## config.mk

```make
export PLATFORM = sky130hd
export DESIGN_NAME = jump_target_unit_flat
export DESIGN_NICKNAME = d
export VERILOG_FILES = /design/src/rtl/jump_target_unit_pkg.sv /design/src/rtl/jump_target_unit_if.sv /design/src/rtl/jump_target_unit_ras.sv /design/src/rtl/jump_target_unit.sv /design/src/flat_wrapper.sv
export SDC_FILE = /design/constraint.sdc
export NUM_CORES = 1
export LEC_CHECK = 0
export CAP_MARGIN = 10
export CORE_UTILIZATION = 50
export DETAILED_ROUTE_END_ITERATION = 12
export PLACE_DENSITY = 0.75
export SLEW_MARGIN = 40
export SYNTH_ARGS = -nofsm -noshare
export SYNTH_HDL_FRONTEND = slang
export SYNTH_SLANG_ARGS = --single-unit
export TNS_END_PERCENT = 20
```

## constraint.sdc

```tcl
create_clock -name Clk -period 4 [get_ports Clk]
set_input_delay 0.6 -clock Clk [delete_from_list [all_inputs] [get_ports Clk]]
set_output_delay 0.6 -clock Clk [all_outputs]
set_load 0.005 [all_outputs]
```

## src/rtl/jump_target_unit_pkg.sv

```systemverilog
// Shared constants for the jump target unit: operation mode encodings and
// default parameter values.
package jtu_pkg;
    localparam logic [1:0] MODE_J   = 2'b00;
    localparam logic [1:0] MODE_JAL = 2'b01;
    localparam logic [1:0] MODE_JR  = 2'b10;
    localparam logic [1:0] MODE_BR  = 2'b11;

    localparam int DEF_ADDR_W    = 32;
    localparam int DEF_IDX_W     = 26;
    localparam int DEF_IMM_W     = 16;
    localparam int DEF_RAS_DEPTH = 4;
endpackage

```

## src/rtl/jump_target_unit_if.sv

```systemverilog
// Request/result bundle between the decode stage and the jump target unit.
interface jump_target_unit_if
    import jtu_pkg::*;
#(
    parameter int ADDR_W = DEF_ADDR_W,
    parameter int IDX_W  = DEF_IDX_W,
    parameter int IMM_W  = DEF_IMM_W
);
    logic              Valid;
    logic [1:0]        Mode;
    logic [ADDR_W-1:0] PCAddResult;
    logic [IDX_W-1:0]  InstrIndex;
    logic [IMM_W-1:0]  Imm;
    logic              Flush;
    logic [ADDR_W-1:0] Target;
    logic              TargetValid;
    logic              RasEmpty;
    logic              RasOverflow;
    logic              RasUnderflow;

    modport master (
        output Valid, Mode, PCAddResult, InstrIndex, Imm, Flush,
        input  Target, TargetValid, RasEmpty, RasOverflow, RasUnderflow
    );

    modport slave (
        input  Valid, Mode, PCAddResult, InstrIndex, Imm, Flush,
        output Target, TargetValid, RasEmpty, RasOverflow, RasUnderflow
    );
endinterface

```

## src/rtl/jump_target_unit_ras.sv

```systemverilog
// Circular return-address stack: r_ptr names the next free slot, so the top
// entry is r_ptr-1 and a push onto a full stack lands on the oldest entry.
module ras_stack
    import jtu_pkg::*;
#(
    parameter int ADDR_W    = DEF_ADDR_W,
    parameter int RAS_DEPTH = DEF_RAS_DEPTH
)(
    input  logic              Clk,
    input  logic              Reset_n,
    input  logic              push,
    input  logic              pop,
    input  logic              flush,
    input  logic [ADDR_W-1:0] din,
    output logic [ADDR_W-1:0] dout,
    output logic              empty,
    output logic              full,
    output logic              overflow,
    output logic              underflow
);
    localparam int PTR_W = $clog2(RAS_DEPTH);
    localparam int CNT_W = PTR_W + 1;

    logic [ADDR_W-1:0] r_mem [RAS_DEPTH];
    logic [PTR_W-1:0]  r_ptr;
    logic [CNT_W-1:0]  r_count;
    logic              r_overflow;
    logic              r_underflow;
    logic [PTR_W-1:0]  w_top_idx;
    logic              w_push;
    logic              w_pop;

    assign w_push    = push && !flush;
    assign w_pop     = pop && !flush;
    assign w_top_idx = r_ptr - PTR_W'(1);
    assign dout      = r_mem[w_top_idx];
    assign empty     = (r_count == '0);
    assign full      = (r_count == CNT_W'(RAS_DEPTH));
    assign overflow  = r_overflow;
    assign underflow = r_underflow;

    // Entry contents need no reset; only pointer and count define validity.
    always_ff @(posedge Clk) begin
        if (w_push) begin
            r_mem[r_ptr] <= din;
        end
    end

    always_ff @(posedge Clk or negedge Reset_n) begin
        if (!Reset_n) begin
            r_ptr       <= '0;
            r_count     <= '0;
            r_overflow  <= 1'b0;
            r_underflow <= 1'b0;
        end else begin
            r_overflow  <= w_push && full;
            r_underflow <= w_pop && empty;
            if (flush) begin
                r_ptr   <= '0;
                r_count <= '0;
            end else if (w_push) begin
                r_ptr <= r_ptr + PTR_W'(1);
                if (!full) begin
                    r_count <= r_count + CNT_W'(1);
                end
            end else if (w_pop && !empty) begin
                r_ptr   <= w_top_idx;
                r_count <= r_count - CNT_W'(1);
            end
        end
    end
endmodule

```

## src/rtl/jump_target_unit.sv

```systemverilog
// Registered jump/branch target generator for the ID/EX boundary; JR targets
// come from the return-address stack filled by JAL.
module jump_target_unit
    import jtu_pkg::*;
#(
    parameter int ADDR_W    = DEF_ADDR_W,
    parameter int IDX_W     = DEF_IDX_W,
    parameter int IMM_W     = DEF_IMM_W,
    parameter int RAS_DEPTH = DEF_RAS_DEPTH
)(
    input logic               Clk,
    input logic               Reset_n,
    jump_target_unit_if.slave bus
);
    logic              w_op;
    logic              w_push;
    logic              w_pop;
    logic [ADDR_W-1:0] w_jump_target;
    logic [ADDR_W-1:0] w_imm_ext;
    logic [ADDR_W-1:0] w_br_target;
    logic [ADDR_W-1:0] w_ras_dout;
    logic              w_ras_empty;
    logic              w_unused_ras_full;
    logic              w_ras_overflow;
    logic              w_ras_underflow;
    logic [ADDR_W-1:0] w_target_next;
    logic              w_target_valid_next;
    logic [ADDR_W-1:0] r_target;
    logic              r_target_valid;

    // A flush in the same cycle cancels the request entirely.
    assign w_op   = bus.Valid && !bus.Flush;
    assign w_push = w_op && (bus.Mode == MODE_JAL);
    assign w_pop  = w_op && (bus.Mode == MODE_JR);

    assign w_jump_target = {bus.PCAddResult[ADDR_W-1:IDX_W+2], bus.InstrIndex, 2'b00};
    assign w_imm_ext     = {{(ADDR_W-IMM_W){bus.Imm[IMM_W-1]}}, bus.Imm};
    assign w_br_target   = bus.PCAddResult + (w_imm_ext << 2);

    ras_stack #(
        .ADDR_W    (ADDR_W),
        .RAS_DEPTH (RAS_DEPTH)
    ) u_ras (
        .Clk       (Clk),
        .Reset_n   (Reset_n),
        .push      (w_push),
        .pop       (w_pop),
        .flush     (bus.Flush),
        .din       (bus.PCAddResult),
        .dout      (w_ras_dout),
        .empty     (w_ras_empty),
        .full      (w_unused_ras_full),
        .overflow  (w_ras_overflow),
        .underflow (w_ras_underflow)
    );

    always_comb begin
        w_target_next       = r_target;
        w_target_valid_next = 1'b0;
        if (w_op) begin
            w_target_valid_next = 1'b1;
            unique case (bus.Mode)
                MODE_J, MODE_JAL: w_target_next = w_jump_target;
                MODE_BR:          w_target_next = w_br_target;
                default: begin
                    w_target_next       = w_ras_empty ? '0 : w_ras_dout;
                    w_target_valid_next = !w_ras_empty;
                end
            endcase
        end
    end

    always_ff @(posedge Clk or negedge Reset_n) begin
        if (!Reset_n) begin
            r_target       <= '0;
            r_target_valid <= 1'b0;
        end else begin
            r_target       <= w_target_next;
            r_target_valid <= w_target_valid_next;
        end
    end

    assign bus.Target       = r_target;
    assign bus.TargetValid  = r_target_valid;
    assign bus.RasEmpty     = w_ras_empty;
    assign bus.RasOverflow  = w_ras_overflow;
    assign bus.RasUnderflow = w_ras_underflow;
endmodule

```

## src/flat_wrapper.sv

```systemverilog
// flat-port wrapper written by rule: the top's interface ports become plain ports
module jump_target_unit_flat import jtu_pkg::*;
#(
    parameter int ADDR_W    = DEF_ADDR_W,
    parameter int IDX_W     = DEF_IDX_W,
    parameter int IMM_W     = DEF_IMM_W,
    parameter int RAS_DEPTH = DEF_RAS_DEPTH
)
  (Clk, Reset_n, bus_Valid, bus_Mode, bus_PCAddResult, bus_InstrIndex, bus_Imm, bus_Flush, bus_Target, bus_TargetValid, bus_RasEmpty, bus_RasOverflow, bus_RasUnderflow);
  jump_target_unit_if #(.ADDR_W(ADDR_W), .IDX_W(IDX_W), .IMM_W(IMM_W)) bus_i ();
  input logic Clk;
  input logic Reset_n;
  input wire logic [$bits(bus_i.Valid)-1:0] bus_Valid;
  input wire logic [$bits(bus_i.Mode)-1:0] bus_Mode;
  input wire logic [$bits(bus_i.PCAddResult)-1:0] bus_PCAddResult;
  input wire logic [$bits(bus_i.InstrIndex)-1:0] bus_InstrIndex;
  input wire logic [$bits(bus_i.Imm)-1:0] bus_Imm;
  input wire logic [$bits(bus_i.Flush)-1:0] bus_Flush;
  output wire logic [$bits(bus_i.Target)-1:0] bus_Target;
  output wire logic [$bits(bus_i.TargetValid)-1:0] bus_TargetValid;
  output wire logic [$bits(bus_i.RasEmpty)-1:0] bus_RasEmpty;
  output wire logic [$bits(bus_i.RasOverflow)-1:0] bus_RasOverflow;
  output wire logic [$bits(bus_i.RasUnderflow)-1:0] bus_RasUnderflow;
  assign bus_i.Valid = bus_Valid;
  assign bus_i.Mode = bus_Mode;
  assign bus_i.PCAddResult = bus_PCAddResult;
  assign bus_i.InstrIndex = bus_InstrIndex;
  assign bus_i.Imm = bus_Imm;
  assign bus_i.Flush = bus_Flush;
  assign bus_Target = bus_i.Target;
  assign bus_TargetValid = bus_i.TargetValid;
  assign bus_RasEmpty = bus_i.RasEmpty;
  assign bus_RasOverflow = bus_i.RasOverflow;
  assign bus_RasUnderflow = bus_i.RasUnderflow;
  jump_target_unit #(.ADDR_W(ADDR_W), .IDX_W(IDX_W), .IMM_W(IMM_W), .RAS_DEPTH(RAS_DEPTH)) u_core (.Clk(Clk), .Reset_n(Reset_n), .bus(bus_i));
endmodule
```

==> key figures, run 1 <==
Detailed routing
  • DR vias: 5928
  • DR pass1 iterations: 5
  • Via density: 6.20
  • # DRC: 0
  • DR WL/cell: 22.3 µm
  • Wirelength, routed: 21.3 mm
  • Antenna Nets Post-Route: 0
  • Initial DRC count: 688

Synth
  • Synthesized area per cell: 13.6 µm²
  • Primary FF master, synth: edfxtp_1
  • FF+latch count, synth: 168
  • Synthesized net count: 723
  • Top cells by count, synth: 128 x edfxtp_1, 45 x nand2_1, 40 x dfrtp_1
  • Top cells by area, synth: edfxtp_1 47%, dfrtp_1 12%, mux4_2 8.7%
  • Ys async rst share: 0.238
  • Netlist Area Pre-Place: 8260 µm²
  • Synth unique cells: 63
  • Synth top area share: 0.465
  • Dominant cell type by area after synthesis: edfxtp_1
  • Yosys warns: 0
  • Top-count cell post-synth: edfxtp_1
  • Cells after Synth: 608
  • Post-synth EDFFs: 128
  • Post-synthesis sequential area ratio: 0.586

GRT
  • Total track usage: 0.265
  • First-pass GRT wire length: 32.8 mm
  • Vias in the first global route: 5980
  • Initial antenna violation count: 0
  • Remaining Overflow, GRT: 0
  • Largest net degree at the start of global routing: 48

Worst setup path
  • Cells on worst reg2reg path: 6
  • Worst EP arrival: 3.55 ns
  • Startpoint Class: input port
  • Worst R2R Start: u_core.u_ras.r_ptr[1]$_DFFE_PN0P_
  • Reg2reg end: u_core.bus.Target[20]$_DFFE_PN0P_
  • Worst-path maximum fanout: 12
  • Crit end category: register
  • Worst reg-to-reg setup slack: 1.26 ns
  • Worst Path Required: 4.30 ns
  • WS Path Type: input port to register

STA
  • Skew final: 0.0115 ns
  • Pins over their slew limit: 0
  • Final Setup Violations: 0
  • Min cycle time layout: 3.25 ns
  • Period Utilization, post-route: 0.812
  • Max-slew headroom: 0.478
  • Fmax: 308 MHz
  • Post-route setup TNS: 0 ns
  • Hold Fails Final Rpt: 0
  • Final setup margin: 0.752 ns
  • Setup repair after global routing missed its margin: false
  • Slew of the pin with the lowest slew margin: 0.781 ns

Clock network
  • CTS tree: yes
  • CTS resizes: 0
  • Reg clk slew, reported paths: 0.07 ns
  • Cts-stage hold buffer count: 0
  • Post CTS Setup Buffer Count: 0
  • CTS Buf Count: 17
  • Clock Path Buffers: 2
  • Root buf cell: clkbuf_16
  • H-tree levels: 4
  • Total clock sinks: 168
  • Clock latency on the worst-skew pair: 0.42 ns

Die
  • Die area: 17000 µm²
  • Starting Density: 0.516
  • Total I/O pin count: 116
  • Rows: 46
  • Die height: 131 µm
  • Die X: 131 µm
  • Core footprint: 16000 µm²

Power and ir drop
  • Leakage: 3.72 nW
  • Sequential share of power: 0.432
  • Internal: 3.47 mW
  • Peak supply drop: 294 µV
  • Sw Share: 0.258
  • Total power: 4.68 mW
  • Power share of the combinational group: 0.209
  • Clk pwr share: 0.359
  • Power Dens Cells: 456 nW/µm²
  • Net switching power: 1.21 mW

Place
  • Setup WS pre-CTS: 0.412 ns
  • IO Port Bufs: 115
  • Routability cong.: 0.949
  • DP Wirelength: 14.1 mm
  • DP Area: 9660 µm²

Final layout
  • Synthesis-to-finish area growth: 24.3%
  • Fillcell total: 1222
  • Nets: 842
  • Share of layout cells above drive strength 1: 0.127
  • Ant. Diodes: 0
  • Finished Cell Area: 10300 µm²

Status
  • Outcome: completed

Min path
  • Worst hold path type: input port to asynchronous set/reset pin

Job
  • Number of max-cap violations: 0
## flip-flops by register name, indices dropped and copies added (netlist names)
signal                  count
u_core.bus.Target          32
u_core.bus.TargetValid      1
u_core.u_ras.overflow       1
u_core.u_ras.r_count        3
u_core.u_ras.r_mem        128
u_core.u_ras.r_ptr          2
u_core.u_ras.underflow      1
## placed cells by master (no fill, tap or decap), types with 4 or more instances in the layout
cell type and instances:
a21o_1 16, o21bai_1 4, a221oi_1 16, nand4_1 9, o21a_1 7, a222oi_1 10, nor3_1 9, and3_1 5
clkdlybuf4s50_1 114, a211oi_1 5, nor2_1 34, and2_1 6, a21oi_1 39, clkbuf_16 17, nand2b_1 8, inv_1 14
nand2_1 45, nand3_1 6, dfrtp_1 39, clkinvlp_4 4, edfxtp_1 128, mux4_2 32, o21ai_0 32, o31ai_1 4
xnor2_1 13, ha_1 33, buf_4 16
## critical path: stages
cell and delay [ns]:
clkdlybuf4s50_1 0.87, ha_1 0.40, a21oi_1 0.19, o21ai_1 0.13, a21oi_1 0.19, o21ai_0 0.20, o311ai_4 0.29, a21boi_2 0.10
o2111a_1 0.23, o32a_1 0.33
## cells by family (layout without fill, tap and decap cells)
| group | after synthesis | in the layout | synth area share |
|---|---|---|---|
| XOR/XNOR | 16 | 16 | 0.0170 |
| adder cells (fa/ha/maj) | 35 | 35 | 0.0548 |
| buffers and inverters | 45 | 177 | 0.0239 |
| flip-flops | 168 | 168 | 0.586 |
| AND/OR/NAND/NOR | 138 | 138 | 0.0806 |
| AO/OA/AOI/OAI | 170 | 170 | 0.145 |
| multiplexers | 36 | 36 | 0.0922 |
## per-stage QoR
step,utilization,hold WS [ns],instances
2_1_floorplan,-,0.304,608
3_3_place_gp,0.604,0.459,924
3_5_place_dp,0.604,0.466,924
4_1_cts,0.642,0.122,956
5_1_grt,0.642,0.134,956
6_report,0.642,0.118,956
## routing by layer
metal | vias to the layer above | GRT usage | part of all wire
li1 | 2637 | - | -
met1 | 3000 | 0.361 | 0.42
met2 | 254 | 0.419 | 0.48
met3 | 37 | 0.0533 | 0.071
met4 | 0 | 0.109 | 0.024
met5 | - | 0 | 0
## worst max-delay path by stage
stage                                 startpoint                                end  slack, ns  depth (start not counted)
2_1_floorplan  u_core.u_ras.r_ptr[0]$_DFFE_PN0P_   u_core.bus.Target[0]$_DFFE_PN0P_       0.98                         10
3_3_place_gp                         bus_Imm[15]  u_core.bus.Target[31]$_DFFE_PN0P_       0.44                         10
3_5_place_dp                         bus_Imm[15]  u_core.bus.Target[31]$_DFFE_PN0P_       0.41                         10
4_1_cts                              bus_Imm[15]  u_core.bus.Target[31]$_DFFE_PN0P_       0.85                         10
5_1_grt                              bus_Imm[15]  u_core.bus.Target[31]$_DFFE_PN0P_       0.61                         10
6_report                             bus_Imm[15]  u_core.bus.Target[31]$_DFFE_PN0P_       0.75                         10
## power groups by stage
stage / clock [mW] / combinational (mW) / sequential, mW
2_1_floorplan: 0 / 0.554 / 2.05
3_3_place_gp: 0 / 0.952 / 2.06
3_5_place_dp: 0 / 0.972 / 2.06
4_1_cts: 1.70 / 0.979 / 2.02
5_1_grt: 1.76 / 1.06 / 2.03
6_report: 1.68 / 0.981 / 2.02
## area by class of cell
class / count / area, µm² / area share
sequential: 168 / 4850 / 0.472
multi-input combinational: 395 / 3230 / 0.314
timing repair buffer: 131 / 1270 / 0.123
clock buffer: 22 / 464 / 0.0452
tap: 216 / 270 / 0.0263
clock inverter: 10 / 143 / 0.0139
inverter: 14 / 52.6 / 0.00512
(Power assumes the default switching activity.)
==> run 2: changes to the inputs <==
==> constraint.sdc (replaced) <==
create_clock -name Clk -period 3.2 [get_ports Clk]
set_input_delay 0.48 -clock Clk [delete_from_list [all_inputs] [get_ports Clk]]
set_output_delay 0.48 -clock Clk [all_outputs]
set_load 0.005 [all_outputs]
==> run 2 against run 1 <==
Sequential cell count stayed put. Clock skew is 0.00095 ns lower. Count of clock-buffer cells in the layout decreased by 3. Largest cell class unchanged. Global-route usage down 0.42 points.
==> key figures, run 2 (synthesized netlist as in run 1, its figures left out) <==
Worst setup path
  • CP max stage delay: 0.60 ns
  • Startpoint Class: input port
  • CP Cell Sequence: clkdlybuf4s50_1, ha_1, and3_1, and2_1, o211ai_1, a21boi_1, o21ai_0, buf_4, mux2_2, a31oi_1, a21o_1
  • WS Path Type: input port to register
  • Worst-path maximum fanout: 6
  • Worst Path Required: 3.56 ns
  • Slowest cell on crit path: clkdlybuf4s50_1
  • Worst EP arrival: 3.20 ns
  • Crit end category: register

STA
  • Final setup margin: 0.361 ns
  • Final Setup Violations: 0
  • Period Utilization, post-route: 0.887
  • Setup repair after global routing missed its margin: false
  • Min cycle time layout: 2.84 ns
  • Skew final: 0.0105 ns
  • Fmax: 352 MHz
  • Max-slew headroom: 0.535
  • WHS: 0.0965 ns
  • Slew of the pin with the lowest slew margin: 0.698 ns
  • Hold Fails Final Rpt: 0
  • Pins over their slew limit: 0

Place
  • DP Wirelength: 14.3 mm
  • Setup WS pre-CTS: -0.0157 ns
  • IO Port Bufs: 115
  • Routability cong.: 0.929
  • Post-Place Cells: 953
  • DP Area: 9930 µm²

Detailed routing
  • DR WL/cell: 21.2 µm
  • DR vias: 6015
  • DR pass1 iterations: 8
  • Wirelength, routed: 20.8 mm
  • Antenna Nets Post-Route: 0
  • Initial DRC count: 566
  • Via density: 6.11
  • # DRC: 0

Clock network
  • Total clock sinks: 168
  • CTS Buf Count: 17
  • Cts-stage hold buffer count: 0
  • CTS tree: yes
  • Post CTS Setup Buffer Count: 0
  • Clock Path Buffers: 2
  • CTS resizes: 0
  • H-tree levels: 4
  • Reg clk slew, reported paths: 0.07 ns
  • Clock latency on the worst-skew pair: 0.43 ns
  • Root buf cell: clkbuf_16

Final layout
  • Share of layout cells above drive strength 1: 0.161
  • Nets: 871
  • Non-Filler Instances: 985
  • Number of flip-flops in the largest register: 128
  • Top reg by flops: u_core.u_ras.r_mem
  • Synthesis-to-finish area growth: 27.2%
  • Finished Cell Area: 10500 µm²
  • Ant. Diodes: 0
  • Commonest non-fill, non-tap cell in the layout: edfxtp_1
  • Commonest cells after routing, fill and taps aside: 128 x edfxtp_1, 114 x clkdlybuf4s50_1, 45 x nand2_1

Die
  • Rows: 46
  • Starting Density: 0.516
  • Total I/O pin count: 116
  • Die area: 17000 µm²
  • Die height: 131 µm
  • Core footprint: 16000 µm²
  • Die X: 131 µm

GRT
  • Remaining Overflow, GRT: 0
  • Total track usage: 0.261
  • Largest net degree at the start of global routing: 48
  • Initial antenna violation count: 0
  • First-pass GRT wire length: 32.5 mm
  • Vias in the first global route: 6003

Power and ir drop
  • Power Dens Cells: 554 nW/µm²
  • Total power: 5.82 mW
  • Leakage: 3.87 nW
  • Peak supply drop: 374 µV

Status
  • Outcome: completed

Job
  • Number of max-cap violations: 0

Min path
  • Worst hold path type: input port to asynchronous set/reset pin
-- run 2: cell types whose count changed in the layout (fill, tap and decap cells not counted), sizes merged --
cell / previous run / this run
clkinv: 1 / 7
clkinvlp: 4 / 1
buf: 17 / 46
bufinv: 3 / 2
clkbuf: 22 / 19
inv: 16 / 17
-- run 2: worst max-delay path: cells and delay by family --
family          cells  cell delay (ns)
compound gates      5             0.85
buf+inv             2             0.79
simple gates        2             0.41
fa+ha+maj           1             0.34
mux                 1             0.32
-- run 2: cell type report --
class / instances / area (µm²)
clock buffers: 19 / 433
flip-flops and latches: 168 / 4850
inverters: 14 / 52.6
repair buffers: 160 / 1530
multi-input cells: 395 / 3230
fillers: 1205 / 5490
well taps: 216 / 270
clock inverters: 13 / 146
-- run 2: per-stage QoR --
step,utilization,setup TNS [ns]
floorplan,-,0
global placement,0.621,0
detailed placement,0.621,-0.0228
CTS,0.657,0
global route,0.657,0
finish,0.657,0
-- run 2: report_power, final --
group,internal [mW],switching (mW)
registers,2.46,0.0732
logic,0.652,0.611
clock network,1.16,0.864
total,4.27,1.55
-- run 2: path summary, 6_finish.rpt --
check                                                   from                                end  slack (ns)  depth (start not counted)
max in group asynchronous                            Reset_n  u_core.bus.Target[19]$_DFFE_PN0P_        2.40                          2
min                                                  Reset_n   u_core.bus.Target[8]$_DFFE_PN0P_         0.1                          1
max reg2reg                u_core.u_ras.r_ptr[1]$_DFFE_PN0P_   u_core.bus.Target[5]$_DFFE_PN0P_        0.79                          6
min in group Clk            u_core.bus.Target[6]$_DFFE_PN0P_   u_core.bus.Target[6]$_DFFE_PN0P_        0.47                          2
max                                      bus_PCAddResult[10]  u_core.bus.Target[21]$_DFFE_PN0P_        0.36                         11
min reg2reg                 u_core.bus.Target[6]$_DFFE_PN0P_   u_core.bus.Target[6]$_DFFE_PN0P_        0.47                          2
-- run 2: routing by layer --
layer / vias to the layer above / wire length, µm / global-route usage
li1: 2698 / - / -
met1: 2993 / 9040 / 0.354
met2: 282 / 10000 / 0.420
met3: 42 / 1350 / 0.0554
met4: 0 / 446 / 0.0886
met5: - / 0 / 0
==> run 3: changes to the inputs <==
--- a/config.mk
+++ b/config.mk
@@ -6,9 +6,9 @@
 export NUM_CORES = 1
 export LEC_CHECK = 0
 export CAP_MARGIN = 10
-export CORE_UTILIZATION = 50
+export CORE_UTILIZATION = 29
 export DETAILED_ROUTE_END_ITERATION = 12
-export PLACE_DENSITY = 0.75
+export PLACE_DENSITY = 0.49
 export SLEW_MARGIN = 40
 export SYNTH_ARGS = -nofsm -noshare
 export SYNTH_HDL_FRONTEND = slang
==> run 3 against run 2 <==
Clock power is 2% higher. Sequential power hardly changed. Via count is 1.1% lower. Fmax is 2.3% lower. Total power is 1.5% higher. Worst setup slack worse by 0.068 ns. Core utilization is 27 points lower. Critical path type unchanged. Critical endpoint is now u_core.bus.Target[31]$_DFFE_PN0P_. Largest power group unchanged.
==> key figures, run 3 (synthesized netlist as in run 1, its figures left out) <==
Clock network
  • Root buf cell: clkbuf_16
  • Total clock sinks: 168
  • CTS resizes: 0
  • CTS Buf Count: 17
  • Post CTS Setup Buffer Count: 0
  • Clock latency on the worst-skew pair: 0.43 ns
  • Reg clk slew, reported paths: 0.07 ns
  • H-tree levels: 4
  • Clock Path Buffers: 2
  • Cts-stage hold buffer count: 0
  • CTS tree: yes

Final layout
  • Top reg by flops: u_core.u_ras.r_mem
  • Commonest non-fill, non-tap cell in the layout: edfxtp_1
  • Fillcell total: 2689
  • Share of layout cells above drive strength 1: 0.177
  • Synthesis-to-finish area growth: 30.6%
  • Commonest cells after routing, fill and taps aside: 128 x edfxtp_1, 114 x clkdlybuf4s50_1, 55 x buf_4
  • Nets: 883
  • Number of flip-flops in the largest register: 128
  • Ant. Diodes: 0

Worst setup path
  • Setup crit start: bus_Imm[15]
  • Critical Path End: u_core.bus.Target[31]$_DFFE_PN0P_
  • Worst EP arrival: 3.21 ns
  • Reg2reg end: u_core.bus.Target[8]$_DFFE_PN0P_
  • WS Path Type: input port to register
  • Startpoint Class: input port
  • Cells on worst reg2reg path: 8
  • Worst Path Required: 3.51 ns
  • Worst R2R Start: u_core.u_ras.r_ptr[1]$_DFFE_PN0P_
  • Worst-path maximum fanout: 12
  • Worst reg-to-reg setup slack: 0.56 ns
  • Crit end category: register

Die
  • Die area: 29200 µm²
  • Die X: 171 µm
  • Rows: 61
  • Starting Density: 0.296
  • Die height: 171 µm
  • Core footprint: 27900 µm²
  • Total I/O pin count: 116

GRT
  • First-pass GRT wire length: 35.7 mm
  • Initial antenna violation count: 1
  • Largest net degree at the start of global routing: 37
  • Remaining Overflow, GRT: 0
  • Total track usage: 0.166
  • Vias in the first global route: 6198

Detailed routing
  • DR WL/cell: 20.4 µm
  • Wirelength, routed: 23.6 mm
  • DR vias: 5951
  • DR pass1 iterations: 5
  • Antenna Nets Post-Route: 0
  • Via density: 5.13
  • # DRC: 0
  • Initial DRC count: 359

STA
  • Skew final: 0.0140 ns
  • Pins over their slew limit: 0
  • Max-slew headroom: 0.568
  • Fmax: 344 MHz
  • Hold Fails Final Rpt: 0
  • Period Utilization, post-route: 0.908
  • Post-route setup TNS: 0 ns
  • Setup repair after global routing missed its margin: false
  • Final Setup Violations: 0
  • Min cycle time layout: 2.91 ns
  • Slew of the pin with the lowest slew margin: 0.649 ns

Job
  • Number of max-cap violations: 0

Power and ir drop
  • Total power: 5.91 mW
  • Peak supply drop: 383 µV
  • Leakage: 3.93 nW
  • Power Dens Cells: 548 nW/µm²

Place
  • DP Wirelength: 16.7 mm
  • IO Port Bufs: 115
  • Routability cong.: 0.899

Status
  • Outcome: completed

Min path
  • Worst hold path type: input port to asynchronous set/reset pin
## run 3: changes by cell type in the layout (fill, tap and decap cells not counted), sizes merged
| cell | delta |
|---|---|
| clkinvlp | +1 |
| inv | +4 |
| buf | +12 |
| clkinv | -4 |
| clkbuf | -1 |
## run 3: power by group
part | internal (mW) | switching, mW
sequential | 2.46 | 0.0723
combinational | 0.663 | 0.639
clock | 1.17 | 0.903
total | 4.29 | 1.61
## run 3: routing by layer
layer | routed length (µm) | track usage | up-vias
met1 | 10800 | 0.221 | 3011
met5 | 0 | 0 | -
met3 | 1240 | 0.0335 | 28
li1 | - | - | 2720
met4 | 350 | 0.0470 | 0
met2 | 11200 | 0.274 | 192
## run 3: layout make-up
cell class | instances | area [µm²] | share of cell area
sequential | 168 | 4850 | 0.449
clock buffer | 18 | 429 | 0.0398
tap | 378 | 473 | 0.0438
multi-input combinational | 395 | 3230 | 0.299
clock inverter | 14 | 161 | 0.0150
timing repair buffer | 172 | 1600 | 0.148
inverter | 14 | 52.6 | 0.00487
## run 3: critical path, stage by stage
cell and delay, ns:
clkdlybuf4s50_1 0.47, buf_4 0.22, ha_1 0.30, a21oi_1 0.18
o21ai_1 0.13, a21oi_1 0.25, o21ai_0 0.20, o311ai_4 0.28
a21boi_2 0.10, o2111a_1 0.24, o32a_1 0.33
## run 3: metrics by stage
step / cell area [µm²] / hold slack (ns) / worst slack (ns) / std cells / util
2_1_floorplan: 8260 / 0.184 / 0.183 / 608 / -
3_3_place_gp: 10200 / 0.460 / -0.00695 / 1127 / 0.365
3_5_place_dp: 10200 / 0.473 / -0.120 / 1127 / 0.365
4_1_cts: 10800 / 0.0854 / 0.323 / 1159 / 0.386
5_1_grt: 10800 / 0.123 / 0.200 / 1159 / 0.386
6_report: 10800 / 0.0794 / 0.293 / 1159 / 0.386
## run 3: worst min path at each step
stage / startpoint / endpoint / slack, ns / cells past startpoint
CTS: Reset_n / u_core.bus.Target[4]$_DFFE_PN0P_ / 0.09 / 1
global route: Reset_n / u_core.bus.Target[16]$_DFFE_PN0P_ / 0.12 / 1
global placement: u_core.bus.Target[5]$_DFFE_PN0P_ / u_core.bus.Target[5]$_DFFE_PN0P_ / 0.46 / 2
floorplan: Reset_n / u_core.bus.TargetValid$_DFF_PN0_ / 0.18 / 0
finish: Reset_n / u_core.bus.Target[8]$_DFFE_PN0P_ / 0.08 / 1
detailed placement: u_core.bus.Target[23]$_DFFE_PN0P_ / u_core.bus.Target[23]$_DFFE_PN0P_ / 0.47 / 2
==> patch 1: new RTL, config.mk and constraints of run 1 <==
Make the reset (`Reset_n`) synchronous in 2 clocked blocks.
--- a/src/rtl/jump_target_unit_ras.sv
+++ b/src/rtl/jump_target_unit_ras.sv
@@ -48,3 +48,3 @@
 
-    always_ff @(posedge Clk or negedge Reset_n) begin
+    always_ff @(posedge Clk) begin
         if (!Reset_n) begin
--- a/src/rtl/jump_target_unit.sv
+++ b/src/rtl/jump_target_unit.sv
@@ -72,3 +72,3 @@
 
-    always_ff @(posedge Clk or negedge Reset_n) begin
+    always_ff @(posedge Clk) begin
         if (!Reset_n) begin
Formal check against the unedited RTL: differs if Reset_n is asserted again (counterexample within 4 cycles, from zero or initial values and one cycle with Reset_n low); with Reset_n held inactive, the same outputs for 4 cycles.
==> patch 1 against run 1 <==
  * Sequential cell count is the same
  * Register-to-register slack gained 0.23 ns
  * Critical endpoint is now u_core.bus.Target[30]
  * Wire length grew 4.8%
  * Power shrank 13%
  * Area after synthesis shrank 0.18%
  * Combinational power shrank 41%
  * Synthesized cell count grew 6.9%
  * Design area shrank 0.29%
  * Worst setup slack gained 0.11 ns
  * Highest routed layer unchanged
==> patch 1: results (changes against run 1) <==
| Metric | Value |
|---|---|
| Vias/cell | 6.154 (was 6.201) |
| Type of the worst min-delay path | reg2reg (was in2async) |
| DR pass1 iterations | 6 (was 5) |
| First-pass GRT wire length | 34560 µm (was 32780 µm) |
| Clk_skew | 0.008906 ns (was 0.01149 ns) |
| Fill cells | 1264 (was 1222) |
| Peak VDD IR | 0.2907 mV (was 0.2944 mV) |
| Finished Layout Cells | 996 (was 956) |
| Leak Pwr | 3.472 nW (was 3.720 nW) |
| Area contributors post-synth | edfxtp_1 (47%), dfxtp_1 (9.7%), mux4_2 (8.7%) (was edfxtp_1 (47%), dfrtp_1 (12%), mux4_2 (8.7%)) |
| Crit Path Max Fanout | 5 (was 12) |
| Layout cell share with drive strength beyond 1 | 0.1256 (was 0.1270) |
| Initial DRC Count | 393 (was 688) |
| Cell count after placement | 964 (was 924) |
| Net count after synthesis | 765 (was 723) |
| Placement Cell Area | 9683 µm² (was 9661 µm²) |
| Met3 capacity usage during global routing | 0.05619 (was 0.05334) |
| Worst slack, placed | 0.4488 ns (was 0.4122 ns) |
| Post-synth ARST share | 0 (was 0.2381) |
| Fmax | 0.3185 GHz (was 0.3079 GHz) |
| Vias in the first global route | 6227 (was 5980) |
| Post-synth top cells | edfxtp_1 (128), a21oi_1 (47), nand2_1 (44), o21ai_0 (44), nor2_1 (41) (was edfxtp_1 (128), nand2_1 (45), dfrtp_1 (40)) |
| Crit path arrival time | 3.46 ns (was 3.55 ns) |
| DR WL/cell | 22.45 µm (was 22.31 µm) |
| RD Place Congestion | 0.9199 (was 0.9492) |
| Nets | 882 (was 842) |
| Status | completed (unchanged) |
| Seq/Total Area, Yosys | 0.5631 (was 0.5863) |
| Total GRT Usage | 0.2790 (was 0.2653) |
| Synth Instances | 650 (was 608) |
| Hold slack | 0.4624 ns (was 0.1180 ns) |
| Final instance area | 10240 µm² (was 10270 µm²) |
-- patch 1: area by class of cell --
class                   instances  share of cell area
clock buffers                  21             0.04400
clock inverters                11            0.009655
inverters                      12            0.004400
multi-input cells             434              0.3341
flip-flops and latches        168              0.4538
well taps                     216             0.02640
repair buffers                134              0.1276
-- patch 1: worst paths after layout --
| path | startpoint | cells after the start | end |
|---|---|---|---|
| worst min-delay path | u_core.bus.Target[5] | 2 | u_core.bus.Target[5] |
| worst min register to register | u_core.bus.Target[5] | 2 | u_core.bus.Target[5] |
| worst max register to register | u_core.u_ras.r_ptr[1] | 6 | u_core.bus.Target[30] |
| worst max-delay path | bus_PCAddResult[2] | 11 | u_core.bus.Target[30] |
-- patch 1: metal layers --
metal / vias up / part of all wire
met5: - / 0
met4: 0 / 0.017
met3: 31 / 0.057
met2: 242 / 0.50
met1: 3062 / 0.42
li1: 2794 / -
-- patch 1: worst max-delay path, cell delays in order --
cell             delay [ns]
clkdlybuf4s50_1        0.56
ha_1                   0.21
inv_1                  0.05
fa_1                   0.41
and2b_1                0.24
o211a_1                0.18
o2111ai_2              0.16
a311oi_2               0.36
o21ai_2                0.15
o31a_1                 0.31
a211o_1                0.22
-- patch 1: cells by family after synthesis --
group | after synthesis | share of synthesized area
DFF | 168 | 0.5631
xor gates and xnor gates | 26 | 0.02761
and+or+nand+nor | 147 | 0.08359
muxes | 34 | 0.08981
AOI/OAI and AO/OA | 192 | 0.1570
buffers and inverters | 48 | 0.02397
adders and majority gates | 35 | 0.05492
-- patch 1: report_power, final --
group          total [mW]  switching [mW]  internal (mW)
Clock                1.56           0.682          0.873
Sequential           1.93          0.0189           1.91
Combinational       0.581           0.319          0.262
Total                4.06            1.02           3.04
==> patch 2: new RTL, config.mk and constraints of run 1 <==
Made on the original files. The package constant `DEF_ADDR_W` goes from 32 to 48.
--- a/src/rtl/jump_target_unit_pkg.sv
+++ b/src/rtl/jump_target_unit_pkg.sv
@@ -8,3 +8,3 @@
 
-    localparam int DEF_ADDR_W    = 32;
+    localparam int DEF_ADDR_W    = 48;
     localparam int DEF_IDX_W     = 26;
Ports: changed (resized bus_PCAddResult and bus_Target); port bits go from 116 to 148. The function was not compared with the original's and may differ.
==> patch 2 against run 1 <==
  * Combinational power up 25%
  * Non-clock buffer count up 48
  * Clock power up 41%
  * Sequential cell count up 80
  * Power up 40%
  * Sequential share of layout area up 0.24 points
  * Synthesized cell count up 54%
  * Critical path type unchanged
  * Worst setup slack worse by 0.13 ns
  * Wire length up 51%
  * Area after synthesis up 49%
  * Design area up 47%
==> patch 2: results (changes against run 1) <==
| Metric | Value |
|---|---|
| Vias/cell | 6.107 (was 6.201) |
| Worst rel slew slack | 0.4850 (was 0.4785) |
| DR pass1 iterations | 6 (was 5) |
| First-pass GRT wire length | 50690 µm (was 32780 µm) |
| Synth Instances | 937 (was 608) |
| Clk Latency, worst-skew pair | 0.52 ns (was 0.42 ns) |
| Crit path arrival time | 3.76 ns (was 3.55 ns) |
| Total GRT Usage | 0.2586 (was 0.2653) |
| Post-synth EDFFs | 192 (was 128) |
| Initial DRC Count | 735 (was 688) |
| Clock buffer depth | 3 (was 2) |
| Buffers added on ports | 147 (was 115) |
| Finished Layout Cells | 1433 (was 956) |
| Seq/Total Area, Yosys | 0.5813 (was 0.5863) |
| Area contributors post-synth | edfxtp_1 (47%), dfrtp_1 (11%), mux4_2 (8.8%) (was edfxtp_1 (47%), dfrtp_1 (12%), mux4_2 (8.7%)) |
| Max reg flops | 192 (was 128) |
| Setup slack, reg-to-reg | 1.11 ns (was 1.26 ns) |
| Largest net degree at the start of global routing | 52 (was 48) |
| Num CTS Buffers | 25 (was 17) |
| Compound-Gate Fraction of Synth Area | 0.1466 (was 0.1452) |
| Adder-cell share of the synthesized area | 0.05297 (was 0.05482) |
| Hold slack | 0.4806 ns (was 0.1180 ns) |
| Peak VDD IR | 0.2794 mV (was 0.2944 mV) |
| H-tree Lvls | 1 (was 4) |
| Nets | 1238 (was 842) |
| Status | completed (unchanged) |
| Distinct cell type count after synthesis | 65 (was 63) |
| Fill cells | 1890 (was 1222) |
| Clk_skew | 0.008145 ns (was 0.01149 ns) |
| Net count after synthesis | 1084 (was 723) |
| Leak Pwr | 5.387 nW (was 3.720 nW) |
| Type of the worst min-delay path | reg2reg (was in2async) |
| Vias in the first global route | 8951 (was 5980) |
| Post-synth ARST share | 0.2258 (was 0.2381) |
patch 2: kinds of logic after synthesis:
| kind of cell | count (synthesis) |
|---|---|
| flops | 248 |
| buf+inv | 71 |
| fa+ha+maj | 51 |
| compound gates | 263 |
| simple gates | 214 |
| xor+xnor | 42 |
| mux | 48 |
patch 2: area by class of cell:
| type | count | area, µm² | share of cell area |
|---|---|---|---|
| Clock buffer | 31 | 658.1 | 0.04354 |
| Multi-Input combinational cell | 618 | 4902 | 0.3243 |
| Timing Repair Buffer | 179 | 1742 | 0.1152 |
| Inverter | 19 | 71.32 | 0.004718 |
| Sequential cell | 248 | 7171 | 0.4743 |
| Tap cell | 324 | 405.4 | 0.02682 |
| Clock inverter | 14 | 167.7 | 0.01109 |
patch 2: metrics by stage:
| step | area [µm²] | total power [mW] | worst slack (ns) |
|---|---|---|---|
| finish | 15120 | 6.553 | 0.6177 |
| global route | 15120 | 6.805 | 0.4345 |
| CTS | 15080 | 6.584 | 0.6519 |
| detailed placement | 14250 | 4.227 | 0.1248 |
| global placement | 14250 | 4.210 | 0.1409 |
| floorplan | 12330 | 3.662 | 0.7871 |
patch 2: critical path, delay by kind of cell:
kind / cells / cell delay [ns]
compound gates: 7 / 1.61
xor+xnor: 1 / 0.15
fa+ha+maj: 2 / 0.58
buf+inv: 2 / 0.61
simple gates: 1 / 0.22
patch 2: routing by layer:
layer | part of all wire | track usage | up-vias | wire [µm]
met5 | 0 | 0 | - | 0
met4 | 0.021 | 0.06556 | 0 | 665
met3 | 0.076 | 0.04402 | 50 | 2452
met2 | 0.48 | 0.4290 | 372 | 15380
met1 | 0.43 | 0.3562 | 4350 | 13760
li1 | - | - | 3979 | -
patch 2: repair_timing:
action / CTS / global route
hold buffers: 0 / 1
hold endpoints to repair: 0 / 6
gates resized for setup: 0 / 0
patch 2: worst paths after layout:
| path | from | to | depth (start not counted) |
|---|---|---|---|
| worst max register to register | u_core.u_ras.r_ptr[0] | u_core.bus.Target[37] | 6 |
| min in group asynchronous | Reset_n | u_core.bus.Target[24] | 2 |
| worst min register to register | u_core.bus.Target[15] | u_core.bus.Target[15] | 2 |
| worst max-delay path | bus_PCAddResult[2] | u_core.bus.Target[20] | 13 |
| max in group asynchronous | Reset_n | u_core.bus.Target[28] | 3 |
| worst min-delay path | u_core.bus.Target[15] | u_core.bus.Target[15] | 2 |
patch 2: where the power goes:
part / switching (mW) / total, mW / internal [mW]
Combinational: 0.636 / 1.23 / 0.593
Sequential: 0.0722 / 2.96 / 2.88
Clock: 0.949 / 2.37 / 1.42
